### src/rtl/tm_pkg.sv
`default_nettype none
// +----------------------------------------------------------------------------+
// | Package    : tm_pkg                                                        |
// | Description: Shared constants for the multi-pointer RAM-disk controller:  |
// |              bus-timing state codes and register-window offsets.           |
// | Revision   : 1.0 - initial release                                         |
// +----------------------------------------------------------------------------+
package tm_pkg;

  // Bus-timing state counter codes
  localparam logic [2:0] S0 = 3'd0;
  localparam logic [2:0] S1 = 3'd1;
  localparam logic [2:0] S2 = 3'd2;
  localparam logic [2:0] S3 = 3'd3;
  localparam logic [2:0] S4 = 3'd4;
  localparam logic [2:0] S5 = 3'd5;
  localparam logic [2:0] S6 = 3'd6;
  localparam logic [2:0] S7 = 3'd7;

  // Per-channel register offsets within a stride-4 block
  localparam int         OFS_STRIDE = 4;
  localparam logic [1:0] OFS_PTRL   = 2'd0;
  localparam logic [1:0] OFS_PTRM   = 2'd1;
  localparam logic [1:0] OFS_PTRH   = 2'd2;
  localparam logic [1:0] OFS_DPORT  = 2'd3;

  // Global register offsets
  localparam logic [3:0] OFS_STEP = 4'hD;
  localparam logic [3:0] OFS_DIR  = 4'hE;
  localparam logic [3:0] OFS_BANK = 4'hF;

  // True when offset a is the data port of an implemented channel
  function automatic logic is_dport(input logic [3:0] a, input int ch);
    return (a[1:0] == OFS_DPORT) && (int'(a[3:2]) < ch);
  endfunction

endpackage
`default_nettype wire

### src/rtl/tm_ptr_chan.sv
`default_nettype none
// +----------------------------------------------------------------------------+
// | Module     : tm_ptr_chan                                                   |
// | Description: One auto-advancing RAM pointer with its pending-advance flag, |
// |              byte-wise load, step add/subtract and byte readback.          |
// | Revision   : 1.0 - initial release                                         |
// +----------------------------------------------------------------------------+
module tm_ptr_chan
  import tm_pkg::*;
#(
  parameter int ADDR_W = 20,
  parameter int STEP_W = 4
) (
  input  logic              clk_i,
  input  logic              rst_i,
  input  logic              wr_i,
  input  logic [1:0]        byte_i,
  input  logic [7:0]        wdata_i,
  input  logic              acc_i,
  input  logic              adv_i,
  input  logic              dec_i,
  input  logic [STEP_W-1:0] step_i,
  output logic [ADDR_W-1:0] ptr_o,
  output logic [7:0]        rdata_o
);

  logic [ADDR_W-1:0] ptr_q, ptr_d;
  logic              pend_q, pend_d;
  logic [ADDR_W-1:0] w_step;
  logic [7:0]        w_hi;

  assign w_step = {{(ADDR_W-STEP_W){1'b0}}, step_i};

  // Next pointer: pending advance at S1 wins; byte loads never touch the pending flag
  always_comb begin
    ptr_d  = ptr_q;
    pend_d = pend_q;
    if (adv_i && pend_q) begin
      ptr_d  = dec_i ? (ptr_q - w_step) : (ptr_q + w_step);
      pend_d = 1'b0;
    end else begin
      if (wr_i) begin
        case (byte_i)
          OFS_PTRL: ptr_d[7:0]         = wdata_i;
          OFS_PTRM: ptr_d[15:8]        = wdata_i;
          OFS_PTRH: ptr_d[ADDR_W-1:16] = wdata_i[ADDR_W-17:0];
          default:  ptr_d              = ptr_q;
        endcase
      end
      if (acc_i) pend_d = 1'b1;
    end
  end

  // Pointer and pending-flag registers
  always_ff @(posedge clk_i or posedge rst_i) begin
    if (rst_i) begin
      ptr_q  <= '0;
      pend_q <= 1'b0;
    end else begin
      ptr_q  <= ptr_d;
      pend_q <= pend_d;
    end
  end

  // Readback byte select; bits of the high byte beyond the pointer read as 1
  always_comb begin
    w_hi                = 8'hFF;
    w_hi[ADDR_W-17:0]   = ptr_q[ADDR_W-1:16];
    case (byte_i)
      OFS_PTRL: rdata_o = ptr_q[7:0];
      OFS_PTRM: rdata_o = ptr_q[15:8];
      OFS_PTRH: rdata_o = w_hi;
      default:  rdata_o = 8'h00;
    endcase
  end

  assign ptr_o = ptr_q;

endmodule
`default_nettype wire

### src/rtl/tm_multi_ptr_ctrl.sv
`default_nettype none
// +----------------------------------------------------------------------------+
// | Module     : tm_multi_ptr_ctrl                                             |
// | Description: RAM-disk controller core: CH auto-advancing RAM pointers in  |
// |              one /DEVSEL register window, ROM bank register, and the      |
// |              PHI1-synchronised bus timing that gates DBEN/RAMCS.           |
// |              Optional feature macro: TM_DEC_MODE_EN (per-channel          |
// |              decrement direction register at offset 0xE).                 |
// | Revision   : 1.0 - initial release                                         |
// +----------------------------------------------------------------------------+
module tm_multi_ptr_ctrl
  import tm_pkg::*;
#(
  parameter int ADDR_W = 20,
  parameter int CH     = 2,
  parameter int STEP_W = 4
) (
  input  logic              C7M,
  input  logic              RES,
  input  logic              PHI1,
  input  logic [3:0]        A,
  input  logic              nWE,
  input  logic              nDEVSEL,
  input  logic [7:0]        D_in,
  output logic [7:0]        D_out,
  output logic              D_oe,
  output logic              RD_sel,
  output logic [ADDR_W-1:0] RA,
  output logic              RAMCS,
  output logic              DBEN,
  output logic [7:0]        BANK
);

  logic [2:0]        s_q;
  logic              phi1_q;
  logic              phi0seen_q;
  logic              dben_q;
  logic              csen_q;
  logic [STEP_W-1:0] step_q;
  logic [7:0]        bank_q;
  logic [7:0]        dout_q;
  logic [1:0]        last_q;
`ifdef TM_DEC_MODE_EN
  logic [CH-1:0]     dir_q;
`endif

  logic              w_sel;
  logic              w_dport;
  logic [1:0]        w_chan;
  logic              w_wr;
  logic              w_acc;
  logic              w_adv;
  logic [1:0]        w_ra_ch;
  logic [ADDR_W-1:0] w_ra;
  logic [7:0]        w_rd;
  logic [ADDR_W-1:0] w_ptr [CH];
  logic [7:0]        w_prd [CH];

  assign w_sel   = ~nDEVSEL;
  assign w_dport = is_dport(A, CH);
  assign w_chan  = A[3:2];
  assign w_wr    = w_sel & ~nWE & (s_q == S6);
  assign w_acc   = w_sel & w_dport & (s_q == S6);
  assign w_adv   = (s_q == S1);

  // Pointer channels; each loads its own bytes and advances at S1 if accessed
  for (genvar c = 0; c < CH; c++) begin : g_chan
    logic w_dec;
`ifdef TM_DEC_MODE_EN
    assign w_dec = dir_q[c];
`else
    assign w_dec = 1'b0;
`endif
    tm_ptr_chan #(
      .ADDR_W (ADDR_W),
      .STEP_W (STEP_W)
    ) u_chan (
      .clk_i   (C7M),
      .rst_i   (RES),
      .wr_i    (w_wr & ~w_dport & (w_chan == 2'(c))),
      .byte_i  (A[1:0]),
      .wdata_i (D_in),
      .acc_i   (w_acc & (w_chan == 2'(c))),
      .adv_i   (w_adv),
      .dec_i   (w_dec),
      .step_i  (step_q),
      .ptr_o   (w_ptr[c]),
      .rdata_o (w_prd[c])
    );
  end

  // Address mux: addressed data port, otherwise the last data-port channel used
  always_comb begin
    w_ra_ch = w_dport ? w_chan : last_q;
    w_ra    = '0;
    for (int c = 0; c < CH; c++) begin
      if (w_ra_ch == 2'(c)) w_ra = w_ptr[c];
    end
  end

  // Register-window readback; unmapped offsets and data ports read 0x00
  always_comb begin
    w_rd = 8'h00;
    case (A)
      OFS_STEP: w_rd = 8'(step_q);
`ifdef TM_DEC_MODE_EN
      OFS_DIR:  w_rd = 8'(dir_q);
`endif
      OFS_BANK: w_rd = bank_q;
      default: begin
        for (int c = 0; c < CH; c++) begin
          if ((w_chan == 2'(c)) && (A[1:0] != OFS_DPORT)) w_rd = w_prd[c];
        end
      end
    endcase
  end

  // Bus timing counter, bus-driver windows and global config registers
  always_ff @(posedge C7M or posedge RES) begin
    if (RES) begin
      s_q        <= S0;
      phi1_q     <= 1'b0;
      phi0seen_q <= 1'b0;
      dben_q     <= 1'b0;
      csen_q     <= 1'b0;
      step_q     <= STEP_W'(1);
      bank_q     <= 8'h00;
      dout_q     <= 8'h00;
      last_q     <= 2'd0;
`ifdef TM_DEC_MODE_EN
      dir_q      <= '0;
`endif
    end else begin
      phi1_q <= PHI1;
      if (!PHI1) phi0seen_q <= 1'b1;
      if (PHI1 && !phi1_q && phi0seen_q) begin
        s_q <= S1;
      end else if ((s_q != S0) && (s_q != S7)) begin
        s_q <= s_q + 3'd1;
      end
      dben_q <= (s_q >= S4);
      csen_q <= ((s_q == S4) && nWE) || (s_q >= S5);
      dout_q <= w_rd;
      if (w_acc) last_q <= w_chan;
      if (w_wr) begin
        case (A)
          OFS_STEP: step_q <= D_in[STEP_W-1:0];
`ifdef TM_DEC_MODE_EN
          OFS_DIR:  dir_q  <= D_in[CH-1:0];
`endif
          OFS_BANK: bank_q <= D_in;
          default:  bank_q <= bank_q;
        endcase
      end
    end
  end

  assign RA     = w_ra;
  assign RAMCS  = w_sel & w_dport & csen_q;
  assign RD_sel = w_dport;
  assign D_oe   = dben_q & nWE & w_sel;
  assign D_out  = dout_q;
  assign DBEN   = dben_q;
  assign BANK   = bank_q;

endmodule
`default_nettype wire
### config.mk
export PLATFORM = sky130hd
export DESIGN_NAME = tm_multi_ptr_ctrl
export DESIGN_NICKNAME = d
export VERILOG_FILES = /design/src/rtl/tm_pkg.sv /design/src/rtl/tm_ptr_chan.sv /design/src/rtl/tm_multi_ptr_ctrl.sv
export SDC_FILE = /design/constraint.sdc
export NUM_CORES = 1
export LEC_CHECK = 0
export ABC_AREA = 1
export BUFFER_PORTS_ARGS = -buffer_cell sky130_fd_sc_hd__buf_2
export CORE_MARGIN = 2
export CORE_UTILIZATION = 60
export DETAILED_ROUTE_END_ITERATION = 10
export PLACE_DENSITY = 0.79
export SLEW_MARGIN = 20
export SYNTH_ARGS = -nofsm -noshare
export SYNTH_HDL_FRONTEND = slang
export SYNTH_HIERARCHICAL = 1
export SYNTH_SLANG_ARGS = --single-unit
export TNS_END_PERCENT = 20
### constraint.sdc
create_clock -name C7M -period 2.79 [get_ports C7M]
set_input_delay 0.1395 -clock C7M [delete_from_list [all_inputs] [get_ports C7M]]
set_output_delay 0.1395 -clock C7M [all_outputs]
set_load 0.05 [all_outputs]
Word level (Yosys, flattened, before mapping)
Cells that the tools add are included.
W data, S select, Z words.

operators by class
  add/subtract/negate cells = 3
  $lt $le $gt $ge = 3
  equality and inequality tests = 12
  multiplexer cells = 21
  bitwise logic cells = 15
  reductions and logical operators = 34

operator list
  cell                   number
  $mux W20               6
  $pmux W8 S3            2
  $add A20 B4 Y20        2
  $mux W8                4
  $reduce_bool A2 Y1     11
  $pmux W8 S2            1
  $reduce_and A2 Y1      8
  $and A1 B1 Y1          12
  $logic_and A1 B1 Y1    9
  $eq A4 B4 Y1 const B   2
  $eq A2 B1 Y1 const B   3
  $eq A3 B3 Y1 const B   2
  $ge A3 B3 Y1 const B   2
  $logic_not A2 Y1       3
  $mux W3                2
  $eq A2 B2 Y1 const B   2
  $mux W1                4
  $mux W4                1
  $add A3 B1 Y3 const B  1
  $eq A3 B1 Y1 const B   1
  $ne A3 B3 Y1 const B   1
  $not A1 Y1             3
  $reduce_bool A3 Y1     1
  $lt A2 B2 Y1 const B   1
  other kinds (4)        4

word-level totals
  bits in registers = 71
  input port bits = 17
  output and inout bits = 40
  logic and storage cells = 105

Logic depth before layout (Yosys ltp)
Gate-level depths: netlist of run 1.

  depth in word-level cells = 7
  depth in mapped cells = 16
  mapped depth without buffers = 16

By module
The synthesis of run 1 kept the hierarchy.

by module, submodules not included
  module                          instances  cells each  area an instance (um^2)  seq. area each (um^2)
  tm_ptr_chan (g_chan[1].u_chan)  1          396         2484.9                   525.5
  tm_ptr_chan (g_chan[0].u_chan)  1          396         2449.8                   525.5
  tm_multi_ptr_ctrl               1          245         1756.7                   726.9

Worst setup path after synthesis of run 1
OpenSTA, ideal clock, no wires.

  path type = register to register
  start = reg step_q[0]
  end = reg g_chan[1].u_chan.ptr_q[11]
  library setup time = 0.124 ns
  arrival time = 2.197 ns
  required time = 2.666 ns
  path slack = 0.470 ns
  stages on the path, launching flop included = 14
  buffers on the path = 0
  clock period less this slack = 2.320 ns
  cell sequence = dfstp_2 > inv_1 > ha_1 > or2_2 > a22oi_1 > ha_1 > nand2_1 > nand3_2 > nand2_1 > nand2_2 > nand2_1 > nand2_1 > nor2_1 > o21bai_2

on the way
  word-level cells in the longest chain between the ends = 2

ends and longest elaborated chain
  what                    line                      text
  from (decl)             tm_multi_ptr_ctrl.sv:39   logic [STEP_W-1:0] step_q;
  from (signal assigned)  tm_multi_ptr_ctrl.sv:147  OFS_STEP: step_q <= D_in[STEP_W-1:0];
  $add A20 B4 Y20         tm_ptr_chan.sv:39         ptr_d = dec_i ? (ptr_q - w_step) : (ptr_q + w_step);
  $mux W20                tm_ptr_chan.sv:38         if (adv_i && pend_q) begin
  to (signal assigned)    tm_ptr_chan.sv:60         ptr_q <= ptr_d;
  to (decl)               tm_ptr_chan.sv:27         logic [ADDR_W-1:0] ptr_q, ptr_d;

Every way passes these cells.
A chain may end at the register's enable or synchronous reset.

Final worst setup path of run 1
  start = reg step_q[1]
  end = reg g_chan[1].u_chan.ptr_q[14]

Same word-level chain as after synthesis.

==> impl_summary.log, run 1 <==
INFO  metric hp-start = D_in[0]
INFO  metric gr-usage-all-layers = 35.2%
INFO  metric cell_at_the_root_of_the_clock_tree = clkbuf_8
INFO  metric post-cts-setup-buffers = 0
INFO  metric fin_area = between 7000 and 8000 um2
INFO  metric finalHoldViolCount = 0
INFO  metric critical_path_peak_fanout = 8
INFO  metric post_dr_wirelength_cell = 16.7 um
INFO  metric cts_tree = yes
INFO  metric start_to_end_type_of_the_worst_setup_path = flop to flop
INFO  metric total_congestion_overflow_after_global_routing = 0
INFO  metric max_cap_violations = 0
INFO  metric number_of_endpoints_failing_setup_at_the_final_stage = 0
INFO  metric cts_inserted_buffers = 9
INFO  metric detailroute.via_count = 7098
INFO  metric fin_ws = 0.0982 ns
INFO  metric ys_seq_elements = between 70 and 80
INFO  metric worst_slew_pin_slew = 0.917 ns
INFO  metric gpl.final_weighted_congestion = 1.00
INFO  metric synth-seq-area-share = a little over a quarter
INFO  metric reg2reg_setup_slack = 0.1 ns
INFO  metric min_delay_path_depth = 3
INFO  metric n_fill_cell = around 1000
INFO  metric route.detailed.vias_per_inst = 5.76
INFO  metric placed_cell_count = 1214
INFO  metric cts_num_sinks = 71
INFO  metric std_cell_rows = 38
INFO  metric final_util = 67.8%
INFO  metric worst_path_largest_cell_delay = 0.47 ns
INFO  metric post_layout_nonfiller_instances = 1232
INFO  metric initial_core_util = 61.7%
INFO  metric number_of_top_level_pins = 57
INFO  metric startpoint_type = flop
INFO  metric r2r_cells = 13
INFO  metric max-vdd-ir-drop = slightly above 700 uV
INFO  metric post_route_cells_drive_above_1_share = 13.8%
INFO  metric unrepaired_setup_endpoints_after_global_routing = true
INFO  metric core_area = 10800 um2
INFO  metric dpl-instance-area = 7040 um2
INFO  metric wire_length_of_the_first_global_routing_pass = 31900 um
INFO  metric crit_family = compound AO/OA/AOI/OAI gates
INFO  metric cp_common_cell = nand2_1
INFO  metric chipWidth = around 110 um
INFO  metric top_signal_layer_used = met4
INFO  metric period_share = between 90 and 100%
INFO  metric yosysWarnings = 6
INFO  metric detailed_place_hpwl = approximately 16000 um
INFO  metric first_pass_iters = 6
INFO  metric drt_wl_total = 20500 um
INFO  metric hold_path.class = primary input to flop
INFO  metric fp.dieArea = 12000 um2
INFO  metric critical_path.n_buffers_inverters = 2
INFO  metric fmaxAchievable = 371 MHz
INFO  metric synthCells = ~1000
INFO  metric timing.critical_path.slowest_stage_cell = a21oi_2
INFO  metric initialDrtViolationCount = 865
INFO  metric crit_chain = inv_1 > ha_1 > a21oi_2 > a21oi_2 > ha_1 > nand2_1 > inv_1 > a21oi_1 > nand3_2 > nand2_1 > nand3_1 > nand3_1 > nand2_1
INFO  metric dr_wl_met2 = 8660 um
INFO  metric time_the_worst_path_needs_with_i_o_delays_and_setup = 2.69 ns
INFO  metric clk_path_buf_depth = 2
INFO  metric crit_arrival = 2.96 ns
INFO  metric hold_ws = 0.0432 ns
INFO  metric synth_area = 6690 um2
INFO  metric static-leakage-power = 4.04 nW
INFO  metric drt-met1-wl = 9110 um
INFO  metric worstSkewPairLatency = 0.38 ns
INFO  metric worstHoldEndpoint = step_q[0]$_DFFE_PP1P_
INFO  metric dpl_worst_slack = -0.0423 ns
INFO  metric post-route-drc-count = 0
INFO  metric worst_r2r_endpoint = g_chan[1].u_chan/ptr_o[14]$_DFFE_PP0P_
INFO  metric route.antenna.remaining_nets = 0
INFO  metric yosys.cell_types.count = 44
INFO  metric pin_count_of_the_biggest_net_entering_global_routing = ~40
INFO  metric max_slew_margin_vs_limit = 38.8%
INFO  metric finalClockSkew = around 0.011 ns
INFO  metric status = finished, final reports clean
INFO  metric max_h_tree_level = 3
INFO  metric num_antenna_cells = 0
INFO  metric antenna_found_initial = 0
INFO  metric final_power = 8.82 mW
INFO  metric reg2reg_from = step_q[1]$_DFFE_PP0P_
INFO  metric layout.nets = 1152
INFO  metric io_buffers = 56
INFO  metric synthToLayoutAreaGrowth = 9.80%
INFO  metric sum_of_negative_setup_slack = 0 ns
INFO  metric first_global_vias = 6272
INFO  metric pwr_density_cell = 1200 nW/um2
INFO  metric wl_met3 = 2190 um
INFO  metric cts.clk_slew.worst_paths = 0.10 ns
INFO  metric die_h = around 110 um
INFO  metric slew_violations = 0
INFO  metric timing.critical_path.required = a little over 3 ns
INFO  metric end_kind = flop
INFO  metric syn_avg_cell_area = 6.45 um2
-- layout make-up --
class                           count  area, um2  area share, %
Tap cell                          140        175           2.38
Sequential cell                    71       1780           24.2
Multi-Input combinational cell    807       4340           59.1
Timing Repair Buffer               65        353           4.80
Clock inverter                      7       68.8          0.937
Clock buffer                        9        124           1.69
Inverter                          133        507           6.90
-- placed cells by master (no fill, tap or decap), types with 7 or more instances in the layout --
cell        n
nand3_1   108
a21oi_1    32
buf_4       7
dfrtp_1    69
a21oi_2     7
clkbuf_8    9
ha_1       39
o21bai_1    9
nand4_1    35
inv_2      11
buf_2      56
nand2_2    13
nand2_1   383
inv_1     117
nor2_1     59
xor2_1     10
o21ai_1     9
nor3_1      7
o21ai_0    26
-- power by group --
part | leakage (nW) | switching (mW) | internal [mW]
logic | 3.02 | 4.07 | 2.05
registers | 0.913 | 0.503 | 1.34
clock network | 0.101 | 0.503 | 0.352
-- metal layers --
| layer | vias up | track usage, % |
|---|---|---|
| met5 | - | 0 |
| met4 | 0 | 11.7 |
| met3 | 45 | 7.59 |
| met2 | 372 | 51.1 |
| met1 | 3218 | 51.9 |
| li1 | 3463 | - |
-- cell families (layout without fill, tap and decap cells) --
logic type | count (synthesis) | after routing | share of synthesized area [%]
xor gates and xnor gates | 16 | 16 | 2.09
AOI/OAI and AO/OA | 111 | 111 | 10.8
DFF | 71 | 71 | 26.6
and+or+nand+nor | 630 | 630 | 41.2
buffers and inverters | 160 | 214 | 10.1
other | 1 | 2 | 0.0560
adders and majority gates | 48 | 48 | 9.20
-- registers in the layout (all words and copies together), names as in the netlist --
signal,cells
last_q,2
step_q,4
phi1_q,1
D_out,8
BANK,8
g_chan.u_chan/ptr_o,40
s_q,3
phi0seen_q,1
csen_q,1
g_chan.u_chan/pend_q,2
DBEN,1
-- worst max-delay path by stage --
| stage | end | slack (ns) | startpoint | cells after the start |
|---|---|---|---|---|
| 2_1_floorplan | g_chan[1].u_chan/ptr_o[11]$_DFFE_PP0P_ | 0.47 | step_q[0]$_DFFE_PP1P_ | 13 |
| 3_3_place_gp | g_chan[0].u_chan/ptr_o[17]$_DFFE_PP0P_ | -0.008 | step_q[1]$_DFFE_PP0P_ | 13 |
| 4_1_cts | g_chan[1].u_chan/ptr_o[14]$_DFFE_PP0P_ | 0.005 | step_q[1]$_DFFE_PP0P_ | 13 |
| 5_1_grt | g_chan[1].u_chan/ptr_o[14]$_DFFE_PP0P_ | -0.06 | step_q[1]$_DFFE_PP0P_ | 13 |
| 3_5_place_dp | g_chan[0].u_chan/ptr_o[9]$_DFFE_PP0P_ | -0.04 | step_q[1]$_DFFE_PP0P_ | 12 |
| 6_report | g_chan[1].u_chan/ptr_o[14]$_DFFE_PP0P_ | 0.1 | step_q[1]$_DFFE_PP0P_ | 13 |
-- what timing repair did --
item,in CTS,in global routing
resized for setup,1,13
hold buffers,2,0
endpoints found under the hold margin,23,0
setup endpoints to repair,2,24
-- Yosys cell counts (all sizes together) --
cell    count  area (um2)
a21oi      41         239
o21bai     10        78.8
nand3     113         591
or2         2        12.5
clkinv      2        7.51
o211ai      6        45.0
inv       131         499
o221ai      6        52.6
nand2     396        1520
xor2       10        87.6
and2        2        12.5
o21ai      41         228
nand4      35         219
buf        23         153
conb        1        3.75
xnor2       6        52.6
nor2       69         322
nand3b      4        30.0
a22oi       2        15.0
fa          2        40.0
ha         46         576
dfrtp      70        1750
clkbuf      4        15.0
dfstp       1        26.3
a31oi       4        55.1
a41oi       1        8.76
nor3        8        45.0
nor3b       1        7.51
-- worst reg2reg max path: stages (launching register included) --
cell and delay [ns]:
dfrtp_1 0.44, inv_1 0.13, ha_1 0.19, a21oi_2 0.07, a21oi_2 0.47, ha_1 0.40
nand2_1 0.12, inv_1 0.08, a21oi_1 0.19, nand3_2 0.16, nand2_1 0.11, nand3_1 0.07
nand3_1 0.08, nand2_1 0.06
No activity file was read; power rests on OpenSTA's default activity.
==> run 2: changes to the inputs <==
CORE_UTILIZATION = 62   (was 60)
PLACE_DENSITY = 0.81   (was 0.79)
==> impl_summary.log, run 2 (synthesis gave the netlist of run 1 again) <==
INFO  metric num_antenna_cells = 0 (unchanged)
INFO  metric static-leakage-power = 4.06 nW (was 4.04 nW)
INFO  metric most_common_library_cell_in_the_layout_ignoring_fill_and_taps = nand2_1 (unchanged)
INFO  metric max_slew_margin_vs_limit = 37.9% (was 38.8%)
INFO  metric fmaxAchievable = 369 MHz (was 371 MHz)
INFO  metric startpoint_type = flop (unchanged)
INFO  metric critical_path.n_buffers_inverters = 1 (was 2)
INFO  metric initialDrtViolationCount = 848 (was 865)
INFO  metric slew_violations = 0 (unchanged)
INFO  metric antenna_found_initial = 0 (unchanged)
INFO  metric crit_family = simple AND/OR/NAND/NOR gates (was compound AO/OA/AOI/OAI gates)
INFO  metric unrepaired_setup_endpoints_after_global_routing = true (unchanged)
INFO  metric final_util = 70.5% (was 67.8%)
INFO  metric mostFrequentLayoutCells = nand2_1 (383), inv_1 (117), nand3_1 (107) (was nand2_1 (383), inv_1 (117), nand3_1 (108))
INFO  metric finalHoldViolCount = 0 (unchanged)
INFO  metric fin_area = 7340 um2 (was 7350 um2)
INFO  metric time_the_worst_path_needs_with_i_o_delays_and_setup = 2.71 ns (was 2.69 ns)
INFO  metric period_share = 97.1% (was 96.5%)
INFO  metric gr-usage-all-layers = 36.0% (was 35.2%)
INFO  metric cts_tree = yes (unchanged)
INFO  metric worstSkewPairLatency = 0.36 ns (was 0.38 ns)
INFO  metric crit_arrival = 2.97 ns (was 2.96 ns)
INFO  metric cts_inserted_buffers = 9 (unchanged)
INFO  metric total_congestion_overflow_after_global_routing = 0 (unchanged)
INFO  metric end_kind = flop (unchanged)
INFO  metric first_global_vias = 6392 (was 6272)
INFO  metric pwr_density_cell = 1210 nW/um2 (was 1200 nW/um2)
INFO  metric std_cell_rows = 37 (was 38)
INFO  metric max_cap_violations = 0 (unchanged)
INFO  metric share_comb_of_total_power = 68.7% (was 69.4%)
INFO  metric drt_wl_total = 20100 um (was 20500 um)
INFO  metric worstHoldEndpoint = step_q[3]$_DFFE_PP0P_ (was step_q[0]$_DFFE_PP1P_)
INFO  metric core_area = 10400 um2 (was 10800 um2)
INFO  metric number_of_top_level_pins = 57 (unchanged)
INFO  metric min_delay_path_depth = 3 (unchanged)
INFO  metric pin_count_of_the_biggest_net_entering_global_routing = 41 (unchanged)
INFO  metric critical_path_peak_fanout = 8 (unchanged)
INFO  metric post-cts-setup-buffers = 0 (unchanged)
INFO  metric crit_chain = inv_1 > ha_1 > a21oi_1 > a21oi_2 > ha_1 > nand2_1 > nor2_1 > nand3_1 > nand3_2 > nand2_1 > nand2_1 > nand2_1 > nand3_1 > nand2_1 (was inv_1 > ha_1 > a21oi_2 > a21oi_2 > ha_1 > nand2_1 > inv_1 > a21oi_1 > nand3_2 > nand2_1 > nand3_1 > nand3_1 > nand2_1)
INFO  metric route.antenna.remaining_nets = 0 (unchanged)
INFO  metric synthToLayoutAreaGrowth = 9.72% (was 9.80%)
INFO  metric max_h_tree_level = 3 (unchanged)
INFO  metric reg2reg_from = step_q[0]$_DFFE_PP1P_ (was step_q[1]$_DFFE_PP0P_)
INFO  metric cp_common_cell = nand2_1 (unchanged)
INFO  metric reg2reg_setup_slack = 0.08 ns (was 0.1 ns)
INFO  metric post_route_cells_drive_above_1_share = 13.7% (was 13.8%)
INFO  metric clkPwrFrac = 10.9% (was 9.7%)
INFO  metric finalClockSkew = 0.00990 ns (was 0.0114 ns)
INFO  metric worst_path_largest_cell_delay = 0.64 ns (was 0.47 ns)
INFO  metric route.detailed.vias_per_inst = 5.78 (was 5.76)
INFO  metric timing.critical_path.required = 3.05 ns (was 3.06 ns)
INFO  metric gpl.final_weighted_congestion = 1.05 (was 1.00)
INFO  metric max-vdd-ir-drop = 894 uV (was 710 uV)
INFO  metric post-route-drc-count = 0 (unchanged)
INFO  metric dpl-instance-area = 7060 um2 (was 7040 um2)
INFO  metric hold_ws = 0.0669 ns (was 0.0432 ns)
INFO  metric post_layout_nonfiller_instances = 1232 (unchanged)
INFO  metric number_of_endpoints_failing_setup_at_the_final_stage = 0 (unchanged)
INFO  metric die_h = 108 um (was 110 um)
INFO  metric r2r_cells = 14 (was 13)
INFO  metric post_dr_wirelength_cell = 16.3 um (was 16.7 um)
INFO  metric net_sw_power = 4.98 mW (was 5.08 mW)
INFO  metric intPower = 3.89 mW (was 3.75 mW)
INFO  metric clk_path_buf_depth = 2 (unchanged)
INFO  metric switching_share = 56.1% (was 57.5%)
INFO  metric layout.nets = 1156 (was 1152)
INFO  metric power.share.sequential = 20.3% (was 20.9%)
INFO  metric start_to_end_type_of_the_worst_setup_path = flop to flop (unchanged)
INFO  metric timing.critical_path.slowest_stage_cell = dfstp_2 (was a21oi_2)
INFO  metric io_buffers = 56 (unchanged)
INFO  metric cell_at_the_root_of_the_clock_tree = clkbuf_8 (unchanged)
INFO  metric detailed_place_hpwl = 15700 um (was 15600 um)
INFO  metric worst_r2r_endpoint = g_chan[0].u_chan/ptr_o[14]$_DFFE_PP0P_ (was g_chan[1].u_chan/ptr_o[14]$_DFFE_PP0P_)
INFO  metric n_fill_cell = 951 (was 996)
INFO  metric initial_core_util = 64.2% (was 61.7%)
INFO  metric cts_num_sinks = 71 (unchanged)
INFO  metric hold_path.class = primary input to flop (unchanged)
INFO  metric placed_cell_count = 1214 (unchanged)
INFO  metric first_pass_iters = 6 (unchanged)
INFO  metric fp.dieArea = 11600 um2 (was 12000 um2)
INFO  metric worst_slew_pin_slew = 0.930 ns (was 0.917 ns)
INFO  metric wire_length_of_the_first_global_routing_pass = 32300 um (was 31900 um)
INFO  metric chipWidth = 108 um (was 110 um)
INFO  metric detailroute.via_count = 7119 (was 7098)
INFO  metric hp-start = D_in[3] (was D_in[0])
INFO  metric cts.clk_slew.worst_paths = 0.09 ns (was 0.10 ns)
INFO  metric status = finished, final reports clean (unchanged)
INFO  metric largest_register_ffs = 40 (unchanged)
-- run 2: cell count changes in the layout (fill, tap and decap cells not counted), moves of 2 or more --
cell and delta:
bufinv_16 +2, buf_4 +4, inv_8 -3, clkinvlp_4 +2, ha_1 +6, inv_6 -2, ha_4 -6
-- run 2: per-stage QoR --
stage	total power [mW]	TNS (ns)	setup slack, ns
2_1_floorplan	6.33	0	0.470
3_3_place_gp	7.67	0	0.0820
3_5_place_dp	7.69	0	0.100
4_1_cts	8.70	0	0.0877
5_1_grt	9.71	-0.344	-0.0633
6_report	8.88	0	0.0822
-- run 2: worst max-delay path by stage --
stage,startpoint,to,slack [ns],cells after the start
3_5_place_dp,step_q[0]$_DFFE_PP1P_,g_chan[0].u_chan/ptr_o[19]$_DFFE_PP0P_,0.10,14
4_1_cts,step_q[0]$_DFFE_PP1P_,g_chan[0].u_chan/ptr_o[14]$_DFFE_PP0P_,0.09,14
3_3_place_gp,step_q[0]$_DFFE_PP1P_,g_chan[0].u_chan/ptr_o[9]$_DFFE_PP0P_,0.08,12
5_1_grt,step_q[0]$_DFFE_PP1P_,g_chan[0].u_chan/ptr_o[17]$_DFFE_PP0P_,-0.06,14
2_1_floorplan,step_q[0]$_DFFE_PP1P_,g_chan[1].u_chan/ptr_o[11]$_DFFE_PP0P_,0.47,13
6_report,step_q[0]$_DFFE_PP1P_,g_chan[0].u_chan/ptr_o[14]$_DFFE_PP0P_,0.08,14
-- run 2: area by class of cell --
cell class | count | area (um2) | area share, %
clock buffers | 10 | 138 | 1.87
clock inverters | 6 | 92.6 | 1.26
inverters | 133 | 507 | 6.90
multi-input cells | 807 | 4270 | 58.2
flip-flops and latches | 71 | 1780 | 24.2
well taps | 136 | 170 | 2.32
repair buffers | 69 | 383 | 5.21
-- run 2: worst reg2reg max path: cells and delay by family, from the launching register on --
family | cells | cell delay, ns
AND/OR/NAND/NOR | 9 | 0.95
flip-flops | 1 | 0.64
buffers and inverters | 1 | 0.07
adder cells (fa/ha/maj) | 2 | 0.61
AO/OA/AOI/OAI | 2 | 0.36
-- run 2: what timing repair did --
item | CTS | global route
hold buffers | 1 | 1
setup endpoints to repair | 0 | 16
gates resized for setup | 0 | 9
hold endpoints to repair | 2 | 28
-- run 2: power by group through the flow --
stage               sequential, mW  clock [mW]  combinational [mW]
detailed placement            1.79           0                5.90
floorplan                     1.70           0                4.63
global placement              1.80           0                5.87
global route                  1.82        1.03                6.86
CTS                           1.78       0.980                5.94
finish                        1.80       0.971                6.10
-- run 2: metal layers --
metal	global-route usage, %	share of wire [%]	vias up
met5	0	0	-
met2	51.3	42	370
met4	11.6	2.3	0
li1	-	-	3480
met3	5.08	9.8	48
met1	55.5	46	3221
